==> src/rtl/uart_rx_cfg.sv <==
// uart_rx_cfg -- configurable oversampling UART receiver with a show-ahead FIFO.
//
// A frame is start bit, DBIT data bits (LSB first), optional parity bit and a
// stop phase of SB_TICK oversampling ticks. Every received frame, including
// frames with parity or framing errors, is pushed into the FIFO together with
// its error flags.
//
// Ports:
//   clk          single clock, all state on its rising edge
//   reset        asynchronous, active-high reset
//   rx           asynchronous serial line, idle high
//   s_tick       one-clk oversampling strobe (OS per bit period)
//   rd_en        pops the FIFO head (ignored while rx_empty)
//   err_clr      clears overrun_err
//   rx_dout      FIFO head data, valid while rx_empty=0
//   rx_perr      parity error flag of the FIFO head word
//   rx_ferr      framing error flag of the FIFO head word
//   rx_empty     FIFO empty
//   rx_full      FIFO full
//   rx_done_tick one-clk pulse per completed frame
//   overrun_err  sticky: a frame was dropped because the FIFO was full
module uart_rx_cfg #(
    parameter int DBIT       = 8,
    parameter int OS         = 16,
    parameter int SB_TICK    = 16,
    parameter int PARITY_EN  = 0,
    parameter int PARITY_ODD = 0,
    parameter int FIFO_AW    = 2
) (
    input  logic            clk,
    input  logic            reset,
    input  logic            rx,
    input  logic            s_tick,
    input  logic            rd_en,
    input  logic            err_clr,
    output logic [DBIT-1:0] rx_dout,
    output logic            rx_perr,
    output logic            rx_ferr,
    output logic            rx_empty,
    output logic            rx_full,
    output logic            rx_done_tick,
    output logic            overrun_err
);

    localparam int SMAX  = (OS > SB_TICK) ? OS : SB_TICK;
    localparam int SW    = $clog2(SMAX);
    localparam int NW    = $clog2(DBIT);
    localparam int WW    = DBIT + 2;
    localparam int DEPTH = 2 ** FIFO_AW;

    localparam logic [SW-1:0] S_HALF = SW'(OS / 2 - 1);
    localparam logic [SW-1:0] S_BIT  = SW'(OS - 1);
    localparam logic [SW-1:0] S_STOP = SW'(SB_TICK - 1);
    localparam logic [NW-1:0] N_LAST = NW'(DBIT - 1);
    localparam logic          ODD    = (PARITY_ODD != 0);

    typedef enum logic [2:0] {IDLE, START, DATA, PARITY, STOP} state_t;

    // ------------------------------------------------------------------
    // Two-flop synchronizer; resets to the idle (high) line level
    // ------------------------------------------------------------------
    logic rx_meta_reg, rxs_reg;

    always_ff @(posedge clk or posedge reset) begin
        if (reset) begin
            rx_meta_reg <= 1'b1;
            rxs_reg     <= 1'b1;
        end else begin
            rx_meta_reg <= rx;
            rxs_reg     <= rx_meta_reg;
        end
    end

    // ------------------------------------------------------------------
    // Receive FSM
    // ------------------------------------------------------------------
    state_t          state_reg, state_next;
    logic [SW-1:0]   s_reg, s_next;
    logic [NW-1:0]   n_reg, n_next;
    logic [DBIT-1:0] b_reg, b_next;
    logic            perr_reg, perr_next;
    logic            push;
    logic [WW-1:0]   push_word;

    always_ff @(posedge clk or posedge reset) begin
        if (reset) begin
            state_reg <= IDLE;
            s_reg     <= '0;
            n_reg     <= '0;
            b_reg     <= '0;
            perr_reg  <= 1'b0;
        end else begin
            state_reg <= state_next;
            s_reg     <= s_next;
            n_reg     <= n_next;
            b_reg     <= b_next;
            perr_reg  <= perr_next;
        end
    end

    always_comb begin
        state_next   = state_reg;
        s_next       = s_reg;
        n_next       = n_reg;
        b_next       = b_reg;
        perr_next    = perr_reg;
        push         = 1'b0;
        rx_done_tick = 1'b0;
        case (state_reg)
            IDLE: begin
                if (!rxs_reg) begin
                    state_next = START;
                    s_next     = '0;
                end
            end
            START: begin
                if (s_tick) begin
                    if (s_reg == S_HALF) begin
                        // Line must still be low mid start bit, else it was a glitch
                        if (!rxs_reg) begin
                            state_next = DATA;
                            s_next     = '0;
                            n_next     = '0;
                            perr_next  = 1'b0;
                        end else begin
                            state_next = IDLE;
                        end
                    end else begin
                        s_next = s_reg + SW'(1);
                    end
                end
            end
            DATA: begin
                if (s_tick) begin
                    if (s_reg == S_BIT) begin
                        s_next = '0;
                        // LSB arrives first, so shift in from the top
                        b_next = {rxs_reg, b_reg[DBIT-1:1]};
                        if (n_reg == N_LAST) begin
                            state_next = (PARITY_EN != 0) ? PARITY : STOP;
                        end else begin
                            n_next = n_reg + NW'(1);
                        end
                    end else begin
                        s_next = s_reg + SW'(1);
                    end
                end
            end
            PARITY: begin
                if (s_tick) begin
                    if (s_reg == S_BIT) begin
                        s_next     = '0;
                        perr_next  = (^b_reg) ^ rxs_reg ^ ODD;
                        state_next = STOP;
                    end else begin
                        s_next = s_reg + SW'(1);
                    end
                end
            end
            STOP: begin
                if (s_tick) begin
                    if (s_reg == S_STOP) begin
                        push         = 1'b1;
                        rx_done_tick = 1'b1;
                        state_next   = IDLE;
                    end else begin
                        s_next = s_reg + SW'(1);
                    end
                end
            end
            default: state_next = IDLE;
        endcase
    end

    // Framing error is taken from the live stop-bit sample
    assign push_word = {~rxs_reg, perr_reg, b_reg};

    // ------------------------------------------------------------------
    // Show-ahead FIFO
    // ------------------------------------------------------------------
    logic [FIFO_AW:0] wr_ptr_reg, rd_ptr_reg;
    logic [WW-1:0]    mem [DEPTH];
    logic [WW-1:0]    head;
    logic             do_read, do_write, drop;
    logic             overrun_reg;

    assign rx_empty = (wr_ptr_reg == rd_ptr_reg);
    assign rx_full  = (wr_ptr_reg[FIFO_AW-1:0] == rd_ptr_reg[FIFO_AW-1:0]) &&
                      (wr_ptr_reg[FIFO_AW] != rd_ptr_reg[FIFO_AW]);

    assign do_read  = rd_en & ~rx_empty;
    // A simultaneous pop frees the slot, so a push is accepted even when full
    assign do_write = push & (~rx_full | do_read);
    assign drop     = push & rx_full & ~do_read;

    always_ff @(posedge clk) begin
        if (do_write) begin
            mem[wr_ptr_reg[FIFO_AW-1:0]] <= push_word;
        end
    end

    assign head                        = mem[rd_ptr_reg[FIFO_AW-1:0]];
    assign {rx_ferr, rx_perr, rx_dout} = head;

    always_ff @(posedge clk or posedge reset) begin
        if (reset) begin
            wr_ptr_reg  <= '0;
            rd_ptr_reg  <= '0;
            overrun_reg <= 1'b0;
        end else begin
            if (do_write) begin
                wr_ptr_reg <= wr_ptr_reg + (FIFO_AW + 1)'(1);
            end
            if (do_read) begin
                rd_ptr_reg <= rd_ptr_reg + (FIFO_AW + 1)'(1);
            end
            // A drop in the same clk as err_clr keeps the flag set
            if (drop) begin
                overrun_reg <= 1'b1;
            end else if (err_clr) begin
                overrun_reg <= 1'b0;
            end
        end
    end

    assign overrun_err = overrun_reg;

endmodule

==> config.mk <==
export PLATFORM = sky130hd
export DESIGN_NAME = uart_rx_cfg
export DESIGN_NICKNAME = d
export VERILOG_FILES = /design/src/rtl/uart_rx_cfg.sv
export SDC_FILE = /design/constraint.sdc
export NUM_CORES = 1
export LEC_CHECK = 0
export CAP_MARGIN = 5
export CELL_PAD_IN_SITES_DETAIL_PLACEMENT = 1
export CELL_PAD_IN_SITES_GLOBAL_PLACEMENT = 1
export CORE_MARGIN = 1.5
export CORE_UTILIZATION = 45
export CTS_CLUSTER_DIAMETER = 150
export DETAILED_ROUTE_END_ITERATION = 6
export GPL_TIMING_DRIVEN = 0
export MAX_ROUTING_LAYER = met4
export PLACE_DENSITY = 0.7
export SYNTH_ARGS = -nofsm -noshare
export SYNTH_HDL_FRONTEND = slang
export SYNTH_SLANG_ARGS = --single-unit
==> constraint.sdc <==
create_clock -name clk -period 3 [get_ports clk]
set_input_delay 0.6 -clock clk [delete_from_list [all_inputs] [get_ports clk]]
set_output_delay 0.6 -clock clk [all_outputs]
set_load 0.005 [all_outputs]
==> impl_metrics.prom <==
# TYPE chip_impl_metric gauge
chip_impl_info{name="worstSetupStartpointType",value="flip-flop"} 1
chip_impl_metric{name="max_stage_delay",unit="ns"} 0.55
chip_impl_metric{name="number_of_global_route_vias_before_repair",unit=""} 1827
chip_impl_metric{name="post_route_cells_drive_above_1_share",unit=""} 0.2375
chip_impl_metric{name="achievable-frequency",unit="MHz"} 361.3
chip_impl_info{name="run_status",value="finished, final reports clean"} 1
chip_impl_metric{name="drc",unit=""} 0
chip_impl_metric{name="gpl.final_weighted_congestion",unit=""} 0.7945
chip_impl_info{name="synth_area_leader_cell",value="sky130_fd_sc_hd__edfxtp_1"} 1
chip_impl_metric{name="finish.net_count",unit=""} 249
chip_impl_metric{name="wire_per_inst",unit="um"} 17.77
chip_impl_metric{name="netlist_instances",unit=""} 205
chip_impl_info{name="cp_cell_sequence",value="buf_2 -> mux4_2 -> clkdlybuf4s50_1"} 1
chip_impl_info{name="tritoncts_clock_tree",value="yes"} 1
chip_impl_metric{name="largest_register_ffs",unit=""} 40
chip_impl_metric{name="synthesis.area_per_instance",unit="um2"} 15.09
chip_impl_metric{name="grt_pass1_wl",unit="mm"} 9.114
chip_impl_metric{name="leakagePower",unit="uW"} 0.001394
chip_impl_info{name="cp_slowest_cell",value="sky130_fd_sc_hd__mux4_2"} 1
chip_impl_metric{name="power_density",unit="nW/um2"} 776.9
chip_impl_metric{name="ant_nets",unit=""} 0
chip_impl_metric{name="critical_path.max_fanout",unit=""} 10
chip_impl_metric{name="ir_drop",unit="uV"} 322.9
chip_impl_metric{name="clk_pin_slew",unit="ns"} 0.08
chip_impl_metric{name="slew_violations",unit=""} 0
chip_impl_metric{name="synth_edf_count",unit=""} 40
chip_impl_metric{name="post_cts.resized_instances",unit=""} 0
chip_impl_metric{name="worst_slew_margin_rel",unit=""} 0.5948
chip_impl_metric{name="cp.required",unit="ns"} 2.40
chip_impl_metric{name="vias_per_cell",unit=""} 5.453
chip_impl_metric{name="initial_core_util",unit=""} 0.4603
chip_impl_info{name="critPathCaptureType",value="output port"} 1
chip_impl_info{name="hp-class",value="reg -> reg"} 1
chip_impl_metric{name="totalWireLength",unit="mm"} 5.686
chip_impl_metric{name="cts_inserted_buffers",unit=""} 9
chip_impl_metric{name="async_flop_share",unit=""} 0.4118
chip_impl_metric{name="port_buffers",unit=""} 18
chip_impl_info{name="ys_top_cells_by_area",value="sky130_fd_sc_hd__edfxtp_1 39%, sky130_fd_sc_hd__dfrtp_1 21%, sky130_fd_sc_hd__mux4_2 7.3%"} 1
chip_impl_metric{name="post_route_clock_period_utilization",unit=""} 0.9225
chip_impl_info{name="path_class",value="reg -> out"} 1
chip_impl_metric{name="fin_crit",unit="ns"} 2.767
chip_impl_metric{name="cts_sinks",unit=""} 68
chip_impl_metric{name="worst_slack_on_hold_paths",unit="ns"} 0.3578
chip_impl_metric{name="dp_hpwl",unit="mm"} 3.726
chip_impl_metric{name="antenna_cells_inserted",unit=""} 0
chip_impl_metric{name="final.setup_skew",unit="ns"} 0.01192
chip_impl_metric{name="core-area",unit="um2"} 6719
chip_impl_info{name="synth-main-ff-cell",value="sky130_fd_sc_hd__edfxtp_1"} 1
chip_impl_metric{name="cts.hold.buffers_added",unit=""} 0
chip_impl_metric{name="cts-htree-levels",unit=""} 3
chip_impl_metric{name="yosys_register_bits",unit=""} 68
chip_impl_metric{name="area.growth.synth_to_final",unit="%"} 16.63
chip_impl_metric{name="totalNegativeSetupSlack",unit="ns"} 0
chip_impl_metric{name="ys.warnings.count",unit=""} 0
chip_impl_metric{name="insertion_delay_to_the_later_sink_of_the_worst_skew_pair",unit="ns"} 0.34
chip_impl_info{name="grt_setup_unrepaired",value="false"} 1
chip_impl_metric{name="top_level_ports",unit=""} 20
chip_impl_metric{name="totalPowerFinal",unit="uW"} 2802
chip_impl_metric{name="grt_start_max_net_pins",unit=""} 29
chip_impl_metric{name="synthDominantCellAreaShare",unit=""} 0.3883
chip_impl_metric{name="post-cts-setup-buffer-count",unit=""} 0
chip_impl_metric{name="placement_rows",unit=""} 30
chip_impl_metric{name="worst_pin_slew",unit="ns"} 0.6078
chip_impl_metric{name="ys_seq_area_frac",unit=""} 0.6157
chip_impl_metric{name="groute.usage.overall",unit=""} 0.1724
chip_impl_metric{name="setup_violations",unit=""} 0
chip_impl_metric{name="drt_first_iter_violations",unit=""} 79
chip_impl_metric{name="hold_viol",unit=""} 0
chip_impl_metric{name="design.die.area",unit="um2"} 7380
chip_impl_metric{name="synth_cell_types",unit=""} 52
chip_impl_metric{name="max-clock-path-buffers",unit=""} 2
chip_impl_metric{name="timing.critical_path.arrival",unit="ns"} 2.17
chip_impl_metric{name="floorplan.die.width",unit="um"} 85.91
chip_impl_metric{name="die_height",unit="um"} 85.91
chip_impl_metric{name="synthesis.nets",unit=""} 219
chip_impl_metric{name="postLayoutCoreUtil",unit=""} 0.5369
chip_impl_metric{name="max_cap_violations",unit=""} 0
chip_impl_metric{name="firstDrtPassIters",unit=""} 4
chip_impl_metric{name="grt_antenna_before_repair",unit=""} 0
chip_impl_metric{name="synth_area",unit="um2"} 3093
chip_impl_metric{name="overflow",unit=""} 0
chip_impl_info{name="clockRootBuffer",value="sky130_fd_sc_hd__clkbuf_8"} 1
chip_impl_metric{name="vias",unit=""} 1745
==> final cells by class <==
cell class,instances,area [um2]
Fill cell,655,3112
Multi-Input combinational cell,118,1099
Clock inverter,7,82.58
Timing Repair Buffer,19,207.7
Tap cell,80,100.1
Inverter,8,30.03
Sequential cell,68,1904
Buffer,11,60.06
Clock buffer,9,123.9
==> cell usage in the layout, fill, tap and decap left out, drive strengths merged, types with 7 or more instances in the layout <==
cell type	synthesis	layout
buf	10	11
clkbuf	1	10
clkdlybuf4s50	0	18
dfrtp	26	26
edfxtp	40	40
ha	8	8
inv	8	12
mux2	10	10
mux4	10	10
nand2	8	8
nand3	7	7
nor2	9	9
xnor2	11	11
==> final timing paths <==
check | from | endpoint | slack [ns] | depth (start not counted)
setup / recovery | rd_ptr_reg[0] | rx_dout[2] | 0.23 | 3
min in group asynchronous | reset | b_reg[2] | 0.55 | 2
hold / removal | rx_meta_reg | rxs_reg | 0.36 | 0
hold reg to reg | rx_meta_reg | rxs_reg | 0.36 | 0
max in group asynchronous | reset | n_reg[1] | 2.00 | 3
setup reg to reg | s_reg[0] | mem[1][5] | 0.88 | 5
==> metal layers <==
layer,vias to the layer above,GRT usage,part of all wire
met5,-,-,0
met4,0,0.05279,0.0090
met3,4,0.04620,0.022
met2,19,0.2713,0.50
met1,885,0.2206,0.46
li1,837,-,-
==> report_power, final <==
part | leakage (uW) | total [uW] | internal [uW] | switching [uW]
clock | 0.0000988 | 784 | 398 | 385
combinational | 0.000583 | 876 | 464 | 412
sequential | 0.000712 | 1140 | 1070 | 69.2
==> through the flow <==
step | setup slack [ns] | cells | cell area, um2
floorplan | 1.130 | 205 | 3093
global placement | 0.5629 | 303 | 3373
detailed placement | 0.5589 | 303 | 3373
CTS | 0.1778 | 319 | 3580
global route | 0.09910 | 320 | 3607
finish | 0.2326 | 320 | 3607
==> Yosys cell counts (3+ instances only) <==
library cell / number
sky130_fd_sc_hd__a21oi_1: 3
sky130_fd_sc_hd__and3_1: 4
sky130_fd_sc_hd__buf_2: 9
sky130_fd_sc_hd__dfrtp_1: 26
sky130_fd_sc_hd__edfxtp_1: 40
sky130_fd_sc_hd__ha_1: 8
sky130_fd_sc_hd__inv_1: 8
sky130_fd_sc_hd__mux2_2: 10
sky130_fd_sc_hd__mux4_2: 10
sky130_fd_sc_hd__nand2_1: 8
sky130_fd_sc_hd__nand3_1: 7
sky130_fd_sc_hd__nor2_1: 8
sky130_fd_sc_hd__o21ai_0: 4
sky130_fd_sc_hd__xnor2_1: 11
==> critical path: cells and delay by family (launching register included) <==
kind | cells | cell delay, ns
flip-flops | 1 | 0.44
multiplexers | 1 | 0.55
buffers and inverters | 2 | 0.83
==> cell families (layout without fill, tap and decap cells) <==
kind of cell	count (synthesis)	count (layout)	share of synthesized area
AOI/OAI and AO/OA	28	28	0.06634
xor gates and xnor gates	14	14	0.04652
adders and majority gates	8	8	0.03236
buffers and inverters	19	54	0.02912
DFF	68	68	0.6157
muxes	22	22	0.1157
and+or+nand+nor	46	46	0.09426
No activity file was read; power rests on OpenSTA's default activity.
==> RTL edit, RTL diff (config.mk and constraints unchanged) <==
Take the reset off `s_reg` and load it in a clocked block of its own.
--- a/src/rtl/uart_rx_cfg.sv
+++ b/src/rtl/uart_rx_cfg.sv
@@ -86,5 +86,4 @@
         if (reset) begin
             state_reg <= IDLE;
-            s_reg     <= '0;
             n_reg     <= '0;
             b_reg     <= '0;
@@ -92,9 +91,12 @@
         end else begin
             state_reg <= state_next;
-            s_reg     <= s_next;
             n_reg     <= n_next;
             b_reg     <= b_next;
             perr_reg  <= perr_next;
         end
+    end
+
+    always_ff @(posedge clk) begin
+        s_reg <= s_next;
     end
 
Behaviour: same outputs for any inputs over 10 cycles, from zero or initial values and one cycle with reset high; that may be too few to reach the edited logic, so the function may still have changed.
==> RTL edit against the original RTL <==
Count of clock-buffer cells in the layout did not move. Cell count rose by 3.1%. Critical path type unchanged. Sequential share of layout area down 0.60 points. Sequential power grew 11%. Utilization rose by 0.59 points. Routed wire length grew 11%. Worst setup slack got worse by 0.064 ns. Total power rose by 13%. Critical endpoint is now rx_ferr. Sequential cell count stayed put. Cell area is 2.2% higher. Combinational power up 30%. Area after synthesis is 2.8% higher. Synthesized cell count is 2.9% lower.
==> RTL edit: results (changes against the original RTL) <==
status:
  status: "finished, final reports clean"  # unchanged
yosys:
  synthXorXnorAreaFrac_pct: 4.84  # was 4.65%
  async_flop_share_pct: 35.3  # was 41.2%
  syn_nets: 213  # was 219
  synthAdderAreaFrac_pct: 3.15  # was 3.24%
  yosys_warnings: 0  # unchanged
  synth_compound_area_share_pct: 6.54  # was 6.63%
  avgSynthCellArea_um2: 16.0  # was 15.1 um2
  seq_area_frac_synth_pct: 60.6  # was 61.6%
  synthMuxAreaShare_pct: 13.4  # was 11.6%
  synth_common_cells: "edfxtp_1, dfrtp_1, inv_1"  # was edfxtp_1, dfrtp_1, xnor2_1
  synth-edff-count: 44  # was 40
  netlist_top_cells_area: "edfxtp_1, dfrtp_1, mux4_2"  # unchanged
clock_tree:
  post_cts.repair.setup_buffers: 0  # unchanged
  clock-root-buffer: "clkbuf_8"  # unchanged
  cts.repair.resized: 0  # unchanged
detailed_routing:
  drt-total-wl_mm: 6.29  # was 5.69 mm
  top_layer_used: "met4"  # unchanged
  met3_length_um: 130  # was 127 um
  wirelength_met1_mm: 2.61  # was 2.64 mm
  wl_met2_mm: 3.46  # was 2.87 mm
  drt_first_pass_iters: 4  # unchanged
  post_drt_wl_per_cell_um: 19.1  # was 17.8 um
  dr.first_iter.drc_count: 49  # was 79
  avgViaCountPerCell: 5.35  # was 5.45
placement:
  dp_slack_ns: 0.222  # was 0.559 ns
  dp_hpwl_mm: 4.10  # was 3.73 mm
  io_buffers: 19  # was 18
  dpl-instance-area_um2: 3490  # was 3370 um2
  routabilityCongestion: 0.920  # was 0.795
  numPlacedInstances: 314  # was 303
power_and_ir_drop:
  power.internal_uw: 2060  # was 1940 uW
  power.share.clock_pct: 24.0  # was 28.0%
  p_clk_uw: 755  # was 784 uW
  seqPwrFrac_pct: 40.0  # was 40.8%
  vdd_drop_max_uv: 462  # was 323 uV
  p_leak_uw: 0.00152  # was 0.00139 uW
final_layout:
  fillers: 651  # was 655
  antenna_cells: 0  # unchanged
  largest_reg_flops: 40  # unchanged
  drive_above_1_share_pct: 23.5  # was 23.8%
  fin_nets: 243  # was 249
setup_path:
  crit_arrival_ns: 2.23  # was 2.17 ns
  max_stage_delay_ns: 0.58  # was 0.55 ns
  r2r_slack_ns: 0.87
  cp_slowest_cell: "mux4_2"  # unchanged
timing:
  fin_crit_sh_pct: 94.4  # was 92.2%
  timing.hold.ws_ns: 0.367  # was 0.358 ns
  maxSlewHeadroom_pct: 36.9  # was 59.5%
  fin_skew_ns: 0.00890  # was 0.0119 ns
global_route:
  grt_max_degree: 25  # was 29
  grt_use_met1_pct: 22.0  # was 22.1%
  grt.total_usage_pct: 19.5  # was 17.2%
  gr-usage-met3_pct: 4.64  # was 4.62%
  grt_pass1_vias: 1929  # was 1827
  grt_use_met2_pct: 33.1  # was 27.1%
  antenna_found_initial: 0  # unchanged
  grt_first_pass_wirelength_mm: 10.2  # was 9.11 mm
worst_hold_path:
  hold_class: "register to register"  # unchanged
[RTL edit: layout make-up]
class / instances / area, um2 / share of cell area [%]
clock buffer: 9 / 124 / 3.36
inverter: 11 / 41.3 / 1.12
timing repair buffer: 19 / 190 / 5.16
multi-input combinational: 113 / 1170 / 31.6
tap: 96 / 120 / 3.26
sequential: 68 / 1920 / 52.2
clock inverter: 7 / 75.1 / 2.04
buffer: 7 / 46.3 / 1.26
[RTL edit: kinds of logic after synthesis]
family	after synthesis
XOR/XNOR	16
AND/OR/NAND/NOR	42
adder cells (fa/ha/maj)	8
flip-flops	68
multiplexers	25
AO/OA/AOI/OAI	22
buffers and inverters	18
[RTL edit: path summary, 6_finish.rpt]
path / start / to / cells past startpoint
max: rd_ptr_reg[0] / rx_ferr / 3
min: rx_meta_reg / rxs_reg / 0
max reg2reg: state_reg[1] / mem[3][5] / 3
min reg2reg: rx_meta_reg / rxs_reg / 0
max in group asynchronous: reset / state_reg[2] / 2
min in group asynchronous: reset / rd_ptr_reg[0] / 2
